--- src/rtl/uart_receiver_system.sv ---
// rtl/uart_receiver_system.sv - 8N1 UART receiver with valid/ack holding register and running CRC-8
module uart_receiver_system #(
    parameter int unsigned CLKS_PER_BIT = 434,
    parameter logic [7:0]  CRC_POLY     = 8'h07
) (
    input  logic       clock,
    input  logic       reset,
    input  logic       data_in,
    input  logic       ack,
    input  logic       clear_crc,
    output logic [7:0] data_out,
    output logic       valid,
    output logic [7:0] crc8,
    output logic       frame_error,
    output logic       overrun,
    output logic       busy
);

    localparam int unsigned    CW        = $clog2(CLKS_PER_BIT);
    localparam logic [CW-1:0]  HALF_LAST = CW'(CLKS_PER_BIT / 2 - 1);
    localparam logic [CW-1:0]  FULL_LAST = CW'(CLKS_PER_BIT - 1);

    typedef enum logic [2:0] {
        S_IDLE,
        S_START,
        S_DATA,
        S_STOP,
        S_WAIT_IDLE
    } state_t;

    state_t        state_q, state_d;
    logic          meta_q, meta_d;
    logic          rx_s_q, rx_s_d;
    logic [CW-1:0] cnt_q, cnt_d;
    logic [2:0]    bit_q, bit_d;
    logic [7:0]    shift_q, shift_d;
    logic          accept_q, accept_d;
    logic [7:0]    data_out_q, data_out_d;
    logic          valid_q, valid_d;
    logic [7:0]    crc_q, crc_d;
    logic          frame_error_q, frame_error_d;
    logic          overrun_q, overrun_d;

    logic          half_done;
    logic          full_done;
    logic          load;

    // Bytewise CRC-8, MSB first, no reflection and no final xor.
    function automatic logic [7:0] crc8_byte(input logic [7:0] crc, input logic [7:0] b);
        logic [7:0] c;
        c = crc ^ b;
        for (int i = 0; i < 8; i++) begin
            c = c[7] ? ({c[6:0], 1'b0} ^ CRC_POLY) : {c[6:0], 1'b0};
        end
        return c;
    endfunction

    // State register and all datapath flops; synchroniser presets to the idle level.
    always_ff @(posedge clock or negedge reset) begin
        if (!reset) begin
            state_q       <= S_IDLE;
            meta_q        <= 1'b1;
            rx_s_q        <= 1'b1;
            cnt_q         <= '0;
            bit_q         <= '0;
            shift_q       <= '0;
            accept_q      <= 1'b0;
            data_out_q    <= '0;
            valid_q       <= 1'b0;
            crc_q         <= '0;
            frame_error_q <= 1'b0;
            overrun_q     <= 1'b0;
        end else begin
            state_q       <= state_d;
            meta_q        <= meta_d;
            rx_s_q        <= rx_s_d;
            cnt_q         <= cnt_d;
            bit_q         <= bit_d;
            shift_q       <= shift_d;
            accept_q      <= accept_d;
            data_out_q    <= data_out_d;
            valid_q       <= valid_d;
            crc_q         <= crc_d;
            frame_error_q <= frame_error_d;
            overrun_q     <= overrun_d;
        end
    end

    // Next-state logic: mid-bit sampling decisions on the synchronised line.
    always_comb begin
        half_done = (cnt_q == HALF_LAST);
        full_done = (cnt_q == FULL_LAST);
        state_d   = state_q;
        case (state_q)
            S_IDLE:      if (!rx_s_q) state_d = S_START;
            S_START:     if (half_done) state_d = rx_s_q ? S_IDLE : S_DATA;
            S_DATA:      if (full_done && bit_q == 3'd7) state_d = S_STOP;
            S_STOP:      if (full_done) state_d = rx_s_q ? S_IDLE : S_WAIT_IDLE;
            S_WAIT_IDLE: if (rx_s_q) state_d = S_IDLE;
            default:     state_d = S_IDLE;
        endcase
    end

    // Outputs and datapath: counters, shift register, accept/handshake and CRC.
    always_comb begin
        meta_d        = data_in;
        rx_s_d        = meta_q;
        cnt_d         = cnt_q + CW'(1);
        bit_d         = bit_q;
        shift_d       = shift_q;
        accept_d      = 1'b0;
        frame_error_d = 1'b0;
        busy          = (state_q != S_IDLE);

        case (state_q)
            S_IDLE: begin
                cnt_d = '0;
                bit_d = '0;
            end
            S_START: begin
                if (half_done) cnt_d = '0;
            end
            S_DATA: begin
                if (full_done) begin
                    cnt_d   = '0;
                    bit_d   = bit_q + 3'd1;
                    shift_d = {rx_s_q, shift_q[7:1]};
                end
            end
            S_STOP: begin
                if (full_done) begin
                    cnt_d         = '0;
                    accept_d      = rx_s_q;
                    frame_error_d = !rx_s_q;
                end
            end
            default: cnt_d = '0;
        endcase

        // An ack in the accept cycle frees the holding register for the new byte.
        load       = accept_q && (!valid_q || ack);
        overrun_d  = accept_q && valid_q && !ack;
        data_out_d = load ? shift_q : data_out_q;
        if (load) begin
            valid_d = 1'b1;
        end else if (valid_q && ack) begin
            valid_d = 1'b0;
        end else begin
            valid_d = valid_q;
        end

        // Clear has priority so the byte accepted alongside it is not folded in.
        if (clear_crc) begin
            crc_d = '0;
        end else if (load) begin
            crc_d = crc8_byte(crc_q, shift_q);
        end else begin
            crc_d = crc_q;
        end
    end

    assign data_out    = data_out_q;
    assign valid       = valid_q;
    assign crc8        = crc_q;
    assign frame_error = frame_error_q;
    assign overrun     = overrun_q;

endmodule

--- config.mk ---
export PLATFORM = sky130hd
export DESIGN_NAME = uart_receiver_system
export DESIGN_NICKNAME = d
export VERILOG_FILES = /design/src/rtl/uart_receiver_system.sv
export SDC_FILE = /design/constraint.sdc
export NUM_CORES = 1
export LEC_CHECK = 0
export CORE_UTILIZATION = 60
export CTS_CLUSTER_DIAMETER = 150
export DETAILED_ROUTE_END_ITERATION = 8
export HOLD_SLACK_MARGIN = 0.1
export PLACE_DENSITY = 0.84
export SLEW_MARGIN = 20
export SYNTH_ARGS = -nofsm -noshare
export SYNTH_HDL_FRONTEND = slang
export SYNTH_SLANG_ARGS = --single-unit
--- constraint.sdc ---
create_clock -name clock -period 5.4 [get_ports clock]
set_input_delay 1.08 -clock clock [delete_from_list [all_inputs] [get_ports clock]]
set_output_delay 1.08 -clock clock [all_outputs]
set_load 0.01 [all_outputs]
==> results of run 1 <==
[layout make-up]
type	count	area (µm²)	area share [%]
Clock buffer	5	68.82	2.651
Clock inverter	3	21.27	0.8193
Inverter	5	18.77	0.7229
Multi-Input combinational cell	143	1046	40.29
Sequential cell	45	1129	43.47
Tap cell	46	57.56	2.217
Timing Repair Buffer	25	255.2	9.831
[flip-flops by register name, indices dropped and copies added (netlist names), 3 cells and up]
signal / cells
bit_q: 3
cnt_q: 9
crc8: 8
data_out: 8
shift_q: 8
state_q: 3
[metal layers]
metal	routed length [µm]	vias to the layer above
met5	0	-
met4	99	0
met3	167	10
met2	2156	35
met1	1740	734
li1	-	718
[synthesized netlist by cell type, types with 2 or more instances]
master,count
a211oi_1,3
a21oi_1,8
a22o_1,3
a22o_2,2
buf_6,2
clkbuf_1,4
dfrtp_1,43
dfstp_2,2
ha_1,5
inv_1,5
mux2_2,9
nand2_1,29
nand2b_1,3
nand3_1,5
nand4_1,2
nor2_1,23
nor3_1,2
o21ai_0,5
or3_1,5
xnor2_1,16
xnor3_1,4
xor2_1,5
xor3_1,2
[path summary, 6_finish.rpt]
check                      cells past startpoint    endpoint  startpoint
max                                            2        busy  state_q[1]
min                                            0      rx_s_q      meta_q
max reg2reg                                    4  state_q[0]    cnt_q[6]
min reg2reg                                    0      rx_s_q      meta_q
max in group asynchronous                      2      meta_q       reset
min in group asynchronous                      1     crc8[3]       reset
[layout by cell type (no fill, tap or decap), types with 5 or more instances in the layout]
cell	netlist	layout
a21oi_1	8	8
clkbuf_8	0	5
dfrtp_1	43	43
ha_1	5	5
nand2_1	29	29
mux2_2	9	9
nor2_1	23	23
nand3_1	5	5
o21ai_0	5	5
or3_1	5	5
clkdlybuf4s50_1	0	23
xnor2_1	16	16
inv_1	5	5
xor2_1	5	5
[power groups by stage]
stage | logic [mW] | clock network (mW) | registers [mW]
finish | 0.0122 | 0.211 | 0.339
global route | 0.0140 | 0.232 | 0.339
CTS | 0.0109 | 0.216 | 0.339
detailed placement | 0.0110 | 0 | 0.345
global placement | 0.0106 | 0 | 0.345
floorplan | 0.00166 | 0 | 0.345
[metrics by stage]
step	hold slack, ns	power, mW	setup WS, ns	std cells	util, %
2_1_floorplan	0.3452	0.3469	3.341	200	-
3_3_place_gp	0.3477	0.3560	2.803	263	72.23
3_5_place_dp	0.3478	0.3564	2.733	263	72.23
4_1_cts	0.3639	0.5653	2.665	271	74.85
5_1_grt	0.3700	0.5845	2.624	272	75.43
6_report	0.3642	0.5619	2.665	272	75.43
[cells by family (layout without fill, tap and decap cells)]
group	count (synthesis)	in the layout	share of synthesized area, %
and+or+nand+nor	77	77	16.07
adders and majority gates	5	5	2.800
xor gates and xnor gates	28	28	15.12
muxes	10	10	5.207
buffers and inverters	12	38	2.687
DFF	45	45	50.50
AOI/OAI and AO/OA	23	23	7.615
==> flow_metrics.py, run 1 <==
metrics = {
    "logic_synthesis": {
        "syn_avg_cell_area_um2": 11.17,
        "synthDistinctLibCells": 36,
        "synth_top_cell_by_area": "dfrtp_1",
        "async_reset_ff_share_pct": 100.0,
        "synthCells": 200,
        "ys_seq_area_share_pct": 50.50,
        "ys_ff_latch": 45,
        "yosys_warnings": 0,
        "ys.flop_type": "dfrtp_1",
        "synth_edf_count": 0,
        "synth.area.top_cells": "dfrtp_1 48%, xnor2_1 6.3%, nand2_1 4.9%, mux2_2 4.5%, xnor3_1 4.0%",
        "yosysTopAreaCellShare_pct": 48.15,
        "syn-num-nets": 210,
        "syn_area_um2": 2235,
    },
    "drt": {
        "ant_nets": 0,
        "viasPerCell": 5.504,
        "vias": 1497,
        "wl_um": 4164,
        "drtIter0Drc": 101,
        "drt_first_pass_iters": 4,
        "detail_route.wl_per_cell_um": 15.31,
        "drcViolationCount": 0,
    },
    "sta": {
        "fin_worst_skew_ns": 0.01286,
        "finalHoldViolCount": 0,
        "max_freq_mhz": 365.6,
        "finalSetupViolCount": 0,
        "maxSlewViolCount": 0,
        "relSlewSlack_pct": 64.24,
        "finalCritPeriodShare_pct": 50.65,
        "period_minus_slack_ns": 2.735,
        "setup-tns-final_ns": 0,
        "tightest_slew_ns": 0.5364,
        "rsz0062_at_grt": "no",
    },
    "finish": {
        "drive_above_1_share_pct": 13.72,
        "finalNetCount": 235,
        "area_growth_pct": 16.18,
        "antenna_cells": 0,
        "fin_area_um2": 2596,
        "fill_cells": 239,
    },
    "clock_network": {
        "insertion_delay_ns": 0.30,
        "cts.sinks": 45,
        "cts_root_buffer": "clkbuf_8",
        "cts-htree-levels": 2,
        "cts.repair.resized": 0,
        "postCtsSetupBuffers": 0,
        "numCtsBuffers": 5,
        "clk_pin_slew_ns": 0.08,
        "tritoncts": "built",
        "clockBufferDepth": 2,
        "cts_hold_buf": 0,
    },
    "outcome": {
        "outcome": "completed",
    },
    "setup_path": {
        "slowest_stage": "dfrtp_1",
        "start_kind": "register",
        "path_class": "register to output port",
        "critPathMaxStageDelay_ns": 0.50,
        "critPathTopFamily": "flip-flops",
        "critical_path.cell_chain": "or3_1 > clkdlybuf4s50_1",
        "arrival_ns": 1.66,
        "worstPathMaxFanout": 11,
        "critPathCaptureType": "output port",
        "worst-r2r-setup-slack_ns": 3.20,
        "path_buf_inv": 1,
        "worstPathRequired_ns": 4.32,
    },
    "placement": {
        "place.gp.congestion": 0.8108,
        "io_buffers": 24,
        "dpl.hpwl_um": 2988,
        "dpl-instance-area_um2": 2486,
    },
    "die": {
        "start_util_pct": 64.92,
        "rows": 21,
        "die_h_um": 63.03,
        "die_w_um": 63.03,
        "fp.coreArea_um2": 3442,
        "num_io_pins": 25,
        "die_area_um2": 3972,
    },
    "grt": {
        "grt_use_met3_pct": 5.109,
        "track_usage_pct": 24.14,
        "grt_first_pass_wirelength_um": 7162,
        "antenna_found_initial": 0,
        "met1_usage_pct": 28.48,
        "gr-usage-met2_pct": 41.94,
        "overflow": 0,
        "grt_max_degree": 46,
        "grt_pass1_vias": 1536,
        "grt-busiest-layer": "met2",
    },
    "hold_path": {
        "hold_class": "register to register",
    },
    "power_and_ir_drop": {
        "p_switching_uw": 127.9,
        "power.density_nw_per_um2": 216.4,
        "p_leak_nw": 1.208,
        "p_seq_share_pct": 60.3,
        "swShare_pct": 22.75,
        "ir_drop_uv": 157.3,
        "power.internal_uw": 434.1,
        "p_comb_share_pct": 2.2,
        "clock_power_share_pct": 37.5,
    },
    "flow_run": {
        "drv_cap": 0,
    },
}
No activity file was read; power rests on OpenSTA's default activity.
==> run 2: changes to the inputs <==
- CORE_UTILIZATION: 60 -> 50
- PLACE_DENSITY: 0.84 -> 0.75
- clock period: 5.4 -> 2.5 ns (I/O delays scaled with it)
==> run 2 against run 1 <==
Critical path depth unchanged. Register-to-register slack worse by 2.7 ns. Cell area rose by 0.87%. Setup slack lost 2.3 ns. Die area rose by 19%. Sequential power is 120% higher. Critical path type unchanged. Largest cell class unchanged. Largest power group unchanged. Highest routed layer unchanged.
==> flow_metrics.py, run 2 (synthesized netlist as in run 1, its figures left out) <==
metrics = {
    "finish": {
        "top_register": "cnt_q",
        "finalNetCount": 239,
        "multiInputGateArea_um2": 1046,
        "regArea_um2": 1129,
        "area_growth_pct": 17.19,
        "fill_cells": 341,
        "antenna_cells": 0,
        "largest_reg_flops": 9,
        "instances_no_fill": 280,
        "drive_above_1_share_pct": 14.35,
        "mostFrequentLayoutCells": "43 x dfrtp_1, 29 x nand2_1, 23 x nor2_1, 23 x clkdlybuf4s50_1, 16 x xnor2_1",
        "final_common_cell": "dfrtp_1",
        "fin_area_um2": 2619,
        "post-route-util_pct": 63.19,
    },
    "drt": {
        "detail_route.wl_per_cell_um": 13.72,
        "vias": 1459,
        "viasPerCell": 5.211,
        "wl_um": 3842,
        "drt_first_pass_iters": 4,
        "ant_nets": 0,
        "drtIter0Drc": 59,
        "drcViolationCount": 0,
    },
    "grt": {
        "grt_pass1_vias": 1414,
        "grt_first_pass_wirelength_um": 6548,
        "grt_max_degree": 20,
        "antenna_found_initial": 0,
        "track_usage_pct": 19.58,
        "overflow": 0,
    },
    "placement": {
        "dpl.hpwl_um": 2821,
        "place.gp.congestion": 0.8385,
        "place_inst": 272,
        "io_buffers": 24,
        "dpl-instance-area_um2": 2529,
    },
    "die": {
        "fp.coreArea_um2": 4144,
        "die_w_um": 68.85,
        "die_area_um2": 4740,
        "start_util_pct": 53.93,
        "num_io_pins": 25,
        "die_h_um": 68.85,
        "rows": 23,
    },
    "sta": {
        "relSlewSlack_pct": 67.46,
        "rsz0062_at_grt": "no",
        "finalCritPeriodShare_pct": 85.90,
        "max_freq_mhz": 465.7,
        "whs_ns": 0.1281,
        "finalSetupViolCount": 0,
        "maxSlewViolCount": 0,
        "fin_worst_skew_ns": 0.01233,
        "setup-tns-final_ns": 0,
        "tightest_slew_ns": 0.4846,
        "period_minus_slack_ns": 2.147,
        "finalHoldViolCount": 0,
    },
    "clock_network": {
        "cts-htree-levels": 2,
        "cts_hold_buf": 0,
        "postCtsSetupBuffers": 0,
        "insertion_delay_ns": 0.30,
        "clockBufferDepth": 2,
        "cts.repair.resized": 0,
        "clk_pin_slew_ns": 0.08,
        "tritoncts": "built",
        "numCtsBuffers": 5,
        "cts_root_buffer": "clkbuf_8",
        "cts.sinks": 45,
    },
    "setup_path": {
        "start_kind": "register",
        "worstPathMaxFanout": 11,
        "worst-r2r-setup-slack_ns": 0.46,
        "path_class": "register to output port",
        "worstPathRequired_ns": 2.00,
        "arrival_ns": 1.65,
        "critPathCaptureType": "output port",
    },
    "hold_path": {
        "hold_class": "primary input to async pin",
    },
    "power_and_ir_drop": {
        "p_leak_nw": 1.224,
        "power.density_nw_per_um2": 464.9,
        "ir_drop_uv": 284.8,
    },
    "outcome": {
        "outcome": "completed",
    },
    "flow_run": {
        "drv_cap": 0,
    },
}
run 2: cell count changes in the layout (fill, tap and decap cells not counted):
cell,change
inv_6,-1
clkbuf_8,+1
buf_4,+5
clkbuf_1,+2
clkinvlp_4,-1
buf_12,-1
clkinv_2,-1
run 2: area by class of cell:
type	count	area share [%]
clock buffers	8	3.440
flip-flops and latches	45	43.10
inverters	5	0.7167
multi-input cells	143	39.94
well taps	50	2.389
repair buffers	29	10.42
run 2: worst paths after layout:
kind	from	endpoint	depth (start not counted)
worst min register to register	meta_q	rx_s_q	0
worst max register to register	cnt_q[2]	cnt_q[1]	5
worst max-delay path	state_q[1]	busy	2
max in group asynchronous	reset	rx_s_q	2
worst min-delay path	reset	data_out[5]	1
min in group clock	meta_q	rx_s_q	0
run 2: through the flow:
step                power, mW  worst slack, ns
finish                  1.218           0.3525
global route            1.268           0.2760
CTS                     1.238           0.3338
detailed placement     0.7733           0.4573
global placement       0.7722           0.4996
floorplan              0.7494           0.4790
run 2: per-layer routing:
metal | GRT usage, % | wire length (µm) | vias up | part of all wire [%]
li1 | - | - | 731 | -
met1 | 23.93 | 1760 | 702 | 46
met2 | 32.28 | 1890 | 20 | 49
met3 | 5.428 | 123 | 6 | 3.2
met4 | 8.418 | 68 | 0 | 1.8
met5 | 0 | 0 | - | 0
run 2: critical path, stage by stage, from the launching register on:
cell and delay [ns]:
dfrtp_1 0.48, or3_1 0.39, clkdlybuf4s50_1 0.48
run 2: power breakdown:
part | internal (mW) | switching [mW] | total (mW)
registers | 0.730 | 0.00155 | 0.732
logic | 0.00785 | 0.0178 | 0.0256
clock network | 0.226 | 0.235 | 0.460
total | 0.964 | 0.254 | 1.22
==> run 3: changes to the inputs <==
- CORE_UTILIZATION: 50 -> 40
- PLACE_DENSITY: 0.75 -> not set
==> run 3 against run 2 <==
Sequential cell count unchanged. Non-clock buffer count decreased by 2. Fmax grew 0.66%. Setup slack better by 0.014 ns. Hold slack improved by 0.15 ns. Clock skew down 0.0033 ns. First-iteration DRC count fell by 3.4%. Die area is 24% higher. Sequential share of layout area down 0.39 points. Utilization decreased by 13 points.
==> flow_metrics.py, run 3 (synthesized netlist as in run 1, its figures left out) <==
metrics = {
    "clock_network": {
        "cts-htree-levels": 2,
        "clk_pin_slew_ns": 0.08,
        "cts.sinks": 45,
        "cts_root_buffer": "clkbuf_8",
        "numCtsBuffers": 5,
        "cts.repair.resized": 0,
        "tritoncts": "built",
        "cts_hold_buf": 0,
        "postCtsSetupBuffers": 0,
        "insertion_delay_ns": 0.29,
        "clockBufferDepth": 2,
    },
    "sta": {
        "finalCritPeriodShare_pct": 85.34,
        "setup-tns-final_ns": 0,
        "max_freq_mhz": 468.7,
        "finalHoldViolCount": 0,
        "setup_ws_ns": 0.3666,
        "finalSetupViolCount": 0,
        "fin_worst_skew_ns": 0.009076,
        "rsz0062_at_grt": "no",
        "tightest_slew_ns": 0.5554,
        "relSlewSlack_pct": 62.98,
        "period_minus_slack_ns": 2.133,
        "maxSlewViolCount": 0,
        "whs_ns": 0.2802,
    },
    "setup_path": {
        "critPathCaptureType": "output port",
        "arrival_ns": 1.63,
        "reg2reg_from": "cnt_q[2]",
        "path_class": "register to output port",
        "worst-r2r-setup-slack_ns": 0.48,
        "r2r_cells": 4,
        "start_kind": "register",
        "r2r_end": "state_q[0]",
        "worstPathRequired_ns": 2.00,
        "worstPathMaxFanout": 11,
    },
    "grt": {
        "grt_first_pass_wirelength_um": 7141,
        "grt_pass1_vias": 1536,
        "overflow": 0,
        "grt_max_degree": 46,
        "antenna_found_initial": 0,
        "track_usage_pct": 15.57,
    },
    "die": {
        "rows": 26,
        "die_h_um": 76.75,
        "num_io_pins": 25,
        "die_area_um2": 5890,
        "fp.coreArea_um2": 5238,
        "start_util_pct": 42.67,
        "die_w_um": 76.75,
    },
    "placement": {
        "place_ws_ns": 0.4824,
        "place_inst": 290,
        "place.gp.congestion": 0.8423,
        "io_buffers": 24,
        "dpl.hpwl_um": 2763,
    },
    "drt": {
        "vias": 1450,
        "drt_first_pass_iters": 4,
        "drtIter0Drc": 57,
        "ant_nets": 0,
        "viasPerCell": 4.882,
        "detail_route.wl_per_cell_um": 13.41,
        "wl_um": 3984,
        "drcViolationCount": 0,
    },
    "hold_path": {
        "hold_class": "primary input to async pin",
    },
    "finish": {
        "largest_reg_flops": 9,
        "finalNetCount": 237,
        "regArea_um2": 1129,
        "final_common_cell": "dfrtp_1",
        "antenna_cells": 0,
        "post-route-util_pct": 50.45,
        "drive_above_1_share_pct": 14.10,
        "fill_cells": 491,
        "area_growth_pct": 18.25,
        "multiInputGateArea_um2": 1046,
        "mostFrequentLayoutCells": "43 x dfrtp_1, 29 x nand2_1, 23 x nor2_1, 23 x clkdlybuf4s50_1, 16 x xnor2_1",
        "instances_no_fill": 297,
        "top_register": "cnt_q",
    },
    "power_and_ir_drop": {
        "p_leak_nw": 1.223,
        "power.density_nw_per_um2": 486.3,
        "ir_drop_uv": 196.3,
    },
    "flow_run": {
        "drv_cap": 0,
    },
    "outcome": {
        "outcome": "completed",
    },
}
[run 3: cell types whose count changed in the layout (fill, tap and decap cells not counted), sizes merged]
cell and change:
buf -2, bufinv +1, clkbuf -3, clkinv +1
[run 3: how the worst max path moves through the flow]
stage,start,end,slack [ns],cells past startpoint
3_3_place_gp,ack,crc8[7],0.51,5
2_1_floorplan,cnt_q[2],state_q[0],0.48,5
6_report,state_q[1],busy,0.37,2
4_1_cts,state_q[1],busy,0.35,2
3_5_place_dp,ack,crc8[7],0.48,5
5_1_grt,state_q[1],busy,0.28,2
[run 3: critical path, cell delays in order, from the launching register on]
cell and delay, ns:
dfrtp_1 0.49, or3_1 0.38, clkdlybuf4s50_1 0.48
[run 3: metal layers]
metal	routed length [µm]	vias to the layer above	share of wire (%)	global-route usage [%]
li1	-	727	-	-
met1	1883	691	47	19.43
met2	1928	25	48	26.16
met3	118	7	3.0	3.929
met4	53	0	1.3	5.192
met5	0	-	0	0
[run 3: final cells by class]
| type | count | share of cell area [%] |
|---|---|---|
| clock buffers | 5 | 2.604 |
| well taps | 70 | 3.314 |
| inverters | 5 | 0.7102 |
| multi-input cells | 143 | 39.58 |
| repair buffers | 27 | 9.754 |
| flip-flops and latches | 45 | 42.71 |
| clock inverters | 2 | 1.326 |
[run 3: per-stage QoR]
stage,power (mW),instance area (µm²)
after floorplan,0.7494,2235
after global placement,0.7719,2539
after global routing,1.346,2643
final,1.285,2643
after CTS,1.313,2643
after detailed placement,0.7721,2539
[run 3: where the power goes]
group | internal, mW | total, mW | switching, mW
sequential | 0.730 | 0.732 | 0.00179
combinational | 0.00683 | 0.0242 | 0.0174
clock | 0.291 | 0.529 | 0.238
